$ cat config.mk
export PLATFORM = sky130hd
export DESIGN_NAME = wishbone_req_master
export DESIGN_NICKNAME = d
export VERILOG_FILES = /design/src/rtl/wishbone_req_master.sv
export SDC_FILE = /design/constraint.sdc
export NUM_CORES = 1
export LEC_CHECK = 0
export CAP_MARGIN = 25
export CORE_MARGIN = 4
export CORE_UTILIZATION = 35
export DETAILED_ROUTE_END_ITERATION = 10
export PLACE_DENSITY = 0.73
export SYNTH_ARGS = -nofsm -noshare
export SYNTH_HDL_FRONTEND = slang
export SYNTH_SLANG_ARGS = --single-unit
$ cat constraint.sdc
create_clock -name clk_i -period 3 [get_ports clk_i]
set_input_delay 0.45 -clock clk_i [delete_from_list [all_inputs] [get_ports clk_i]]
set_output_delay 0.45 -clock clk_i [all_outputs]
set_load 0.05 [all_outputs]
$ cat src/rtl/wishbone_req_master.sv
// rtl/wishbone_req_master.sv - single-request Wishbone master with retry, timeout and one-cycle response pulse
//
// Purpose: accepts one read or write from a core, runs it as a classic Wishbone
// cycle, retries on wb_rty_i up to MAX_RETRY times with a one-cycle bus release
// between attempts, aborts after TIMEOUT unanswered ACTIVE cycles per attempt,
// and returns the result as a one-cycle valid_o pulse.
//
// Ports:
//   clk_i, rst_i                      clock, synchronous active-high reset
//   req_i, we_i, addr_i, data_i,      core request; sampled only when ready_o=1
//   sel_i
//   ready_o                           idle, a request on req_i is taken this cycle
//   valid_o, data_o, err_o            response pulse, read data, failure flag
//   wb_cyc_o, wb_stb_o, wb_we_o,      Wishbone master outputs
//   wb_adr_o, wb_dat_o, wb_sel_o
//   wb_tgd_o, wb_tga_o, wb_tgc_o      tags, tied to 0
//   wb_dat_i, wb_tgd_i                slave read data, data tag (ignored)
//   wb_ack_i, wb_err_i, wb_rty_i      slave termination signals

module wishbone_req_master #(
    parameter int unsigned TAGSIZE   = 2,
    parameter int unsigned MAX_RETRY = 3,
    parameter int unsigned TIMEOUT   = 15
) (
    input  logic               clk_i,
    input  logic               rst_i,
    input  logic               req_i,
    input  logic               we_i,
    input  logic [31:0]        addr_i,
    input  logic [31:0]        data_i,
    input  logic [3:0]         sel_i,
    output logic               ready_o,
    output logic               valid_o,
    output logic [31:0]        data_o,
    output logic               err_o,
    input  logic [31:0]        wb_dat_i,
    input  logic [TAGSIZE-1:0] wb_tgd_i,
    output logic [31:0]        wb_dat_o,
    output logic [TAGSIZE-1:0] wb_tgd_o,
    output logic [31:0]        wb_adr_o,
    output logic [TAGSIZE-1:0] wb_tga_o,
    output logic [TAGSIZE-1:0] wb_tgc_o,
    input  logic               wb_ack_i,
    input  logic               wb_err_i,
    input  logic               wb_rty_i,
    output logic               wb_cyc_o,
    output logic               wb_stb_o,
    output logic [3:0]         wb_sel_o,
    output logic               wb_we_o
);

    localparam int RW = (MAX_RETRY < 1) ? 1 : $clog2(MAX_RETRY + 1);
    localparam int WW = (TIMEOUT <= 1) ? 1 : $clog2(TIMEOUT);
    localparam logic [RW-1:0] MAX_RETRY_C = RW'(MAX_RETRY);
    // Last wait count of an attempt; reaching it unanswered ends the request.
    localparam logic [WW-1:0] WAIT_LAST_C = (TIMEOUT <= 1) ? '0 : WW'(TIMEOUT - 1);

    typedef enum logic [1:0] {IDLE, ACTIVE, BACKOFF, RESP} state_t;

    state_t        state_q, state_d;
    logic [RW-1:0] retry_q, retry_d;
    logic [WW-1:0] wait_q, wait_d;
    logic [31:0]   adr_q, adr_d;
    logic [31:0]   dat_q, dat_d;
    logic [3:0]    sel_q, sel_d;
    logic          we_q, we_d;
    logic [31:0]   rdata_q, rdata_d;
    logic          err_q, err_d;
    logic          valid_q, valid_d;

    // Data-in tag carries nothing this master uses.
    logic unused_tgd;
    assign unused_tgd = ^wb_tgd_i;

    always_comb begin
        state_d = state_q;
        retry_d = retry_q;
        wait_d  = wait_q;
        adr_d   = adr_q;
        dat_d   = dat_q;
        sel_d   = sel_q;
        we_d    = we_q;
        rdata_d = rdata_q;
        err_d   = err_q;
        valid_d = 1'b0;

        case (state_q)
            IDLE: begin
                if (req_i) begin
                    adr_d   = addr_i;
                    dat_d   = data_i;
                    sel_d   = sel_i;
                    we_d    = we_i;
                    retry_d = '0;
                    wait_d  = '0;
                    state_d = ACTIVE;
                end
            end
            ACTIVE: begin
                // valid_d/err_d/rdata_d are loaded on the edge into RESP so
                // the response is visible for exactly the RESP cycle.
                if (wb_err_i) begin
                    state_d = RESP;
                    valid_d = 1'b1;
                    err_d   = 1'b1;
                end else if (wb_ack_i) begin
                    state_d = RESP;
                    valid_d = 1'b1;
                    err_d   = 1'b0;
                    if (!we_q) begin
                        rdata_d = wb_dat_i;
                    end
                end else if (wb_rty_i) begin
                    if (retry_q < MAX_RETRY_C) begin
                        retry_d = retry_q + RW'(1);
                        wait_d  = '0;
                        state_d = BACKOFF;
                    end else begin
                        state_d = RESP;
                        valid_d = 1'b1;
                        err_d   = 1'b1;
                    end
                end else if (wait_q == WAIT_LAST_C) begin
                    state_d = RESP;
                    valid_d = 1'b1;
                    err_d   = 1'b1;
                end else begin
                    wait_d = wait_q + WW'(1);
                end
            end
            BACKOFF: begin
                state_d = ACTIVE;
            end
            RESP: begin
                state_d = IDLE;
            end
            default: begin
                state_d = IDLE;
            end
        endcase
    end

    always_ff @(posedge clk_i) begin
        if (rst_i) begin
            state_q <= IDLE;
            retry_q <= '0;
            wait_q  <= '0;
            adr_q   <= '0;
            dat_q   <= '0;
            sel_q   <= '0;
            we_q    <= 1'b0;
            rdata_q <= '0;
            err_q   <= 1'b0;
            valid_q <= 1'b0;
        end else begin
            state_q <= state_d;
            retry_q <= retry_d;
            wait_q  <= wait_d;
            adr_q   <= adr_d;
            dat_q   <= dat_d;
            sel_q   <= sel_d;
            we_q    <= we_d;
            rdata_q <= rdata_d;
            err_q   <= err_d;
            valid_q <= valid_d;
        end
    end

    assign ready_o  = (state_q == IDLE) && !rst_i;
    assign valid_o  = valid_q;
    assign data_o   = rdata_q;
    assign err_o    = err_q;

    assign wb_cyc_o = (state_q == ACTIVE);
    assign wb_stb_o = (state_q == ACTIVE);
    assign wb_we_o  = (state_q == ACTIVE) && we_q;
    assign wb_adr_o = adr_q;
    assign wb_dat_o = dat_q;
    assign wb_sel_o = sel_q;
    assign wb_tgd_o = '0;
    assign wb_tga_o = '0;
    assign wb_tgc_o = '0;

endmodule

# Word level (Yosys, flattened, before mapping)

Cells that the tools add are included.

Register bits: 111
Output and inout bits: 112

Equal/unequal tests: 13
Bitwise logic cells: 3
Add/sub/neg operators: 2
Reduce and logical (&&, ||, !) cells: 13
Order comparisons: 1
Mux-type cells: 30

Operators with widths:

| kind                                           | number |
|---|---|
| 2-to-1 mux 4 bit                               | 6 |
| 2-to-1 mux 2 bit                               | 10 |
| AND reduction 6 bit                            | 2 |
| 2-to-1 mux 1 bit                               | 11 |
| != test 2 bit (second input constant)          | 4 |
| case mux 2 bit (4 select lines)                | 1 |
| case mux 4 bit (2 select lines)                | 1 |
| != test 5 x 4 -> 1 bit (second input constant) | 1 |
| adder 4 x 1 -> 4 bit (second input constant)   | 1 |
| == test 2 bit (second input constant)          | 2 |
| == test 4 bit (second input constant)          | 1 |
| != test 4 bit (second input constant)          | 1 |
| case mux 2 bit (2 select lines)                | 1 |
| AND reduction 2 bit                            | 2 |
| AND reduction 4 bit                            | 1 |
| nonzero test 4 bit                             | 1 |
| != test 3 x 2 -> 1 bit (second input constant) | 1 |
| != test 3 bit (second input constant)          | 1 |
| inverter 1 bit                                 | 3 |
| AND reduction 3 bit                            | 1 |
| adder 2 x 1 -> 2 bit (second input constant)   | 1 |
| == test 2 x 1 -> 1 bit (second input constant) | 1 |
| logical AND 1 bit                              | 2 |
| logical NOT 2 bit                              | 1 |
| other kinds (5)                                | 5 |

# Longest topological paths before layout

Gate-level depths: netlist (run 1).

Depth in word-level cells: 6
Mapped depth: 6
Mapped depth without buffers: 6

# Worst setup path after synthesis (run 1)

Ideal clock, no wire load.

Path type: input -> output
Start: input port rst_i
End: output port ready_o
Buffers on the path: 2
Stages on the path: 3
Slack: 740 ps
Arrival: 1810 ps
Cells stage by stage: clkbuf_1 clkbuf_1 nor3_1

Cells in the longest elaborated chain, start to end: 2

RTL lines:

| item              | RTL line | source |
|---|---|---|
| start, declared   | 26       | `input logic rst_i,` |
| logical NOT 1 bit | 169      | `assign ready_o = (state_q == IDLE) && !rst_i;` |
| logical AND 1 bit | 169      |  |
| end, declared     | 32       | `output logic ready_o,` |

Every way passes these cells.

# Worst setup path after layout (run 1)

Start: register state_q[0]
End: output port wb_we_o

Cells in the longest elaborated chain, start to end: 2

RTL lines:

| item                   | RTL line | source |
|---|---|---|
| start, declared        | 60       | `state_t state_q, state_d;` |
| start signal, assigned | 156      | `state_q <= state_d;` |
| == test 2 x 1 -> 1 bit | 176      | `assign wb_we_o = (state_q == ACTIVE) && we_q;` |
| logical AND 1 bit      | 176      |  |
| end, declared          | 49       | `output logic wb_we_o` |

Every way passes these cells.

==> impl_metrics.yaml, run 1 <==
run_status:
  status: "finished, final reports clean"
synth:
  syn_inst: 509
  ys.flop_type: "dfxtp_1"
  synth.avg_cell_area_sq_um: 8.033
  ys_ff_latch: 111
  synth.top_cell.area_share_pct: 54.35
  ys_types: 35
  netlist_area_sq_um: 4089
  yosys.area.top_type: "dfxtp_1"
  netlist_top_cells_area: "dfxtp_1 54%, nand2_1 19%, a21oi_1 13%, buf_2 1.6%, buf_4 1.3%"
  yosysSeqAreaShare_pct: 54.35
  synth-async-reset-ratio_pct: 0
  synth_edf_count: 0
  ys_warn_count: 0
worst_setup_path:
  worst_path_largest_cell_delay_ps: 790
  critical_path_class: "reg -> out"
  r2r_slack_ps: 1070
  endpoint_kind: "output port"
  path_cells: "nand2b_4 > inv_1 > and2_1 > clkdlybuf4s50_1"
  crit_fanout: 8
  crit_path_top_delay_cell: "clkdlybuf4s50_1"
  cp.arrival_ps: 2120
  critPathLaunchType: "flip-flop"
  critPathRequiredTime_ps: 2550
sta:
  tns_ps: 0
  maxSlewViolCount: 0
  holdWs_ps: 452.3
  post-route-period-util_pct: 85.52
  fin_skew_ps: 3.682
  fmax_mhz: 389.8
  slew_headroom_pct: 32.61
  tightest_slew_ps: 1011
  hold_violations: 0
  fin_ws_ps: 434.3
  rsz0062_at_grt: "no"
  setup_violations: 0
  min_period_ps: 2566
global_route:
  gr-total-overflow: 0
  grt_first_pass_wirelength_mm: 18.01
  grt_usage_pct: 16.85
  grt_pass1_vias: 3844
  grt_max_degree: 78
  antenna_found_initial: 0
power:
  total_power_mw: 3.552
  power.leakage_nw: 2.343
  powerDensity_nw_per_um2: 544.2
  irDropWorstVdd_mv: 0.3668
routing:
  dr.pass1.iters: 6
  highest_layer: "met4"
  wl_met2_mm: 5.654
  ant_nets: 0
  drtIter0Drc: 241
  vias_per_cell: 4.696
  drt-met1-wl_mm: 4.701
  wl_per_cell_um: 13.88
  drc: 0
  via_count: 3987
  met3WireLength_mm: 1.102
  drt_wl_total_mm: 11.79
placement:
  globalplace.congestion: 0.7990
  portBuffers: 212
  pre_cts_ws_ps: 564.7
  hpwl_mm: 8.545
  placed_cell_area_sq_um: 6248
  place_inst: 833
die:
  die_w_um: 116.1
  pin_count: 221
  start_util_pct: 35.81
  coreArea_sq_um: 11420
  die_h_um: 116.1
  dieArea_sq_um: 13480
  rows: 39
layout:
  n_antenna_cell: 0
  fin_area_sq_um: 6526
  nNetsFinal: 813
  layout-drive-gt1-share_pct: 3.824
  stdcell_count: 849
  fin_util_pct: 57.16
  syn2layout_area_growth_pct: 59.61
clocking:
  cts_max_path_buffers: 2
  cts.sinks: 111
  ctsResizeCount: 0
  htree_levels: 3
  clk_pin_slew_ps: 70
  clock_latency_ps: 340
  tritoncts: "yes"
  hold_buffers: 0
  cts_buffers: 9
  cts-root-buf: "clkbuf_16"
  postCtsSetupBuffers: 0
hold_path:
  hold_class: "reg -> reg"
flow_run:
  drv_cap: 0
## metal layers
layer / track usage [%] / vias up
met5: 0 / -
met4: 8.121 / 0
met3: 6.423 / 22
met2: 28.27 / 148
met1: 18.80 / 1800
li1: - / 2017
## where the power goes
group | switching, mW | total, mW | internal [mW]
sequential | 0.0452 | 1.60 | 1.55
clock | 0.506 | 1.11 | 0.607
combinational | 0.516 | 0.840 | 0.324
total | 1.07 | 3.55 | 2.48
## critical path: cells and delay by family (launching register included)
kind / cells / cell delay (ps)
buf+inv: 2 / 970
flops: 1 / 530
simple gates: 2 / 280
## path summary, 6_finish.rpt
check	end	startpoint	depth (start not counted)
worst min register to register	wb_dat_o[9]$_SDFFE_PP0P_	wb_dat_o[9]$_SDFFE_PP0P_	2
worst min-delay path	wb_dat_o[9]$_SDFFE_PP0P_	wb_dat_o[9]$_SDFFE_PP0P_	2
worst max register to register	data_o[6]$_SDFFE_PP0P_	state_q[1]$_SDFFE_PP0P_	4
worst max-delay path	wb_we_o	state_q[0]$_SDFFE_PP0P_	4
## area by class of cell
cell class / instances / area (sq um)
timing repair buffer: 218 / 2177
clock inverter: 3 / 17.52
clock buffer: 13 / 260.3
inverter: 3 / 11.26
fill: 1022 / 4892
tap: 143 / 178.9
multi-input combinational: 358 / 1659
sequential: 111 / 2222
## kinds of logic after synthesis
group                      synth area share [%]
DFF                                       54.35
xor gates and xnor gates                 0.2142
adders and majority gates                0.9181
buffers and inverters                     5.722
and+or+nand+nor                           22.80
AOI/OAI and AO/OA                         15.67
muxes                                    0.2448
other                                   0.09171
## cells in the final DEF (no fill, tap or decap), types with 3 or more instances in the layout
cell type,Yosys,routed
ha_1,3,3
dfxtp_1,111,111
a21oi_1,105,105
clkbuf_16,0,9
nor2_1,7,7
buf_4,7,6
clkdlybuf4s50_1,0,211
nand3b_1,4,4
inv_1,3,3
o31ai_1,3,3
nand2_1,206,205
conb_1,1,6
a211oi_1,3,3
## synth_stat cells (all sizes together) (3+ instances only)
library cell,n
ha,3
a21oi,105
nor2,8
nand3b,4
clkbuf,13
inv,3
dfxtp,111
buf,29
nand2,206
o31ai,3
a211oi,3
## flip-flops by register name (all words and copies together) (netlist names)
register and cells:
state_q 2, wb_sel_o 4, wb_dat_o 32, valid_o 1
data_o 32, we_q 1, err_o 1, retry_q 2
wait_q 4, wb_adr_o 32
No activity file was read; power rests on OpenSTA's default activity.
==> run 2, diff against run 1 <==
CORE_MARGIN = default   (was 4)
==> run 2 against run 1 <==
Net effect:
- sequential share of layout area is 0.43 points lower
- cell count unchanged
- combinational power up 0.7%
- non-clock buffer count grew 1
- critical path depth is the same
- hold slack improved by 1.6 ps
- wire length down 3.5%
- worst setup slack worse by 11 ps
- utilization increased by 0.72 points
- clock power increased by 13%
- cell area increased by 1.3%
- critical path type unchanged
==> impl_metrics.yaml, run 2 (synthesis results as in run 1) <==
clocking:
  cts.sinks: 111
  hold_buffers: 0
  postCtsSetupBuffers: 0
  cts-root-buf: "clkbuf_16"
  htree_levels: 3
  cts_max_path_buffers: 2
  clock_latency_ps: 330
  clk_pin_slew_ps: 70
  cts_buffers: 9
  tritoncts: "yes"
  ctsResizeCount: 0
sta:
  post-route-period-util_pct: 85.89
  slew_headroom_pct: 63.21
  tightest_slew_ps: 550.1
  rsz0062_at_grt: "no"
  holdWs_ps: 453.9
  hold_violations: 0
  setup_violations: 0
  min_period_ps: 2577
  tns_ps: 0
  maxSlewViolCount: 0
  fmax_mhz: 388.1
  fin_ws_ps: 423.2
  fin_skew_ps: 7.225
hold_path:
  hold_class: "reg -> reg"
  whs_path_depth: 2
  whs_endpoint: "wb_dat_o[8]$_SDFFE_PP0P_"
  hold_start: "wb_dat_o[8]$_SDFFE_PP0P_"
routing:
  vias_per_cell: 4.696
  dr.pass1.iters: 4
  wl_met2_mm: 5.824
  drt_wl_total_mm: 11.38
  via_count: 3987
  wl_per_cell_um: 13.40
  met3WireLength_um: 937
  drt-met1-wl_mm: 4.485
  drtIter0Drc: 172
  ant_nets: 0
  highest_layer: "met4"
  drc: 0
worst_setup_path:
  critical_path_class: "reg -> out"
  critPathRequiredTime_ps: 2550
  crit_fanout: 8
  r2r_slack_ps: 1440
  endpoint_kind: "output port"
  cp.arrival_ps: 2130
  r2r_start: "state_q[1]$_SDFFE_PP0P_"
  r2r_end: "wait_q[2]$_SDFFE_PP0P_"
  r2r_cells: 5
  critPathLaunchType: "flip-flop"
die:
  die_h_um: 110.1
  pin_count: 221
  start_util_pct: 35.81
  coreArea_sq_um: 11420
  die_w_um: 110.1
  dieArea_sq_um: 12120
  rows: 39
layout:
  nNetsFinal: 814
  syn2layout_area_growth_pct: 61.63
  layout-drive-gt1-share_pct: 3.966
  final_common_cell: "clkdlybuf4s50_1"
  multi_input_area_sq_um: 1659
  ff_latch_area_sq_um: 2222
  fin_util_pct: 57.88
  num-fill-cells: 1028
  fin_area_sq_um: 6609
  mostFrequentLayoutCells: "211 x clkdlybuf4s50_1, 205 x nand2_1, 111 x dfxtp_1"
  n_antenna_cell: 0
placement:
  pre_cts_ws_ps: 517.1
  hpwl_mm: 8.007
  placed_cell_area_sq_um: 6269
  portBuffers: 212
  globalplace.congestion: 0.7397
global_route:
  grt_pass1_vias: 3811
  gr-total-overflow: 0
  antenna_found_initial: 0
  grt_usage_pct: 18.05
  grt_max_degree: 78
  grt_first_pass_wirelength_mm: 17.22
power:
  power.leakage_nw: 2.383
  powerDensity_nw_per_um2: 559.5
  irDropWorstVdd_mv: 0.3310
flow_run:
  drv_cap: 0
run_status:
  status: "finished, final reports clean"
-- run 2: cell types whose count changed in the layout (fill, tap and decap cells not counted), sizes merged --
cell,before,now
buf,7,8
bufinv,0,2
clkbuf,13,11
clkinvlp,1,0
-- run 2: area by class of cell --
class / instances / area share [%]
Multi-Input combinational cell: 358 / 25.10
Timing Repair Buffer: 219 / 33.66
Tap cell: 143 / 2.707
Inverter: 3 / 0.1704
Clock buffer: 11 / 3.673
Clock inverter: 4 / 1.060
Sequential cell: 111 / 33.62
-- run 2: through the flow --
stage	total power, mW	std cells
finish	3.698	849
CTS	3.733	848
global route	3.849	849
detailed placement	2.479	833
global placement	2.458	832
floorplan	2.133	514
-- run 2: worst max-delay path: stages, from the launching register on --
cell	delay, ps
dfxtp_1	530
nand2b_4	130
inv_1	190
and2_1	150
clkdlybuf4s50_1	790
-- run 2: how the worst max path moves through the flow --
stage | from | to | slack [ps] | cells past startpoint
finish | state_q[0]$_SDFFE_PP0P_ | wb_we_o | 420 | 4
global placement | wb_err_i | data_o[3]$_SDFFE_PP0P_ | 610 | 5
detailed placement | wb_err_i | data_o[10]$_SDFFE_PP0P_ | 520 | 5
global route | state_q[0]$_SDFFE_PP0P_ | wb_we_o | 330 | 4
floorplan | rst_i | ready_o | 740 | 3
CTS | state_q[0]$_SDFFE_PP0P_ | wb_we_o | 400 | 4
-- run 2: routing by layer --
metal  GRT usage (%)  up-vias
met5               0        -
met1           19.20     1828
met3           5.467       12
met2           33.35      129
li1                -     2018
met4           6.667        0
-- run 2: report_power, final --
group / leakage [nW] / switching, mW / total, mW / internal [mW]
clock: 0.155 / 0.505 / 1.25 / 0.748
combinational: 1.32 / 0.517 / 0.846 / 0.329
sequential: 0.906 / 0.0461 / 1.60 / 1.55
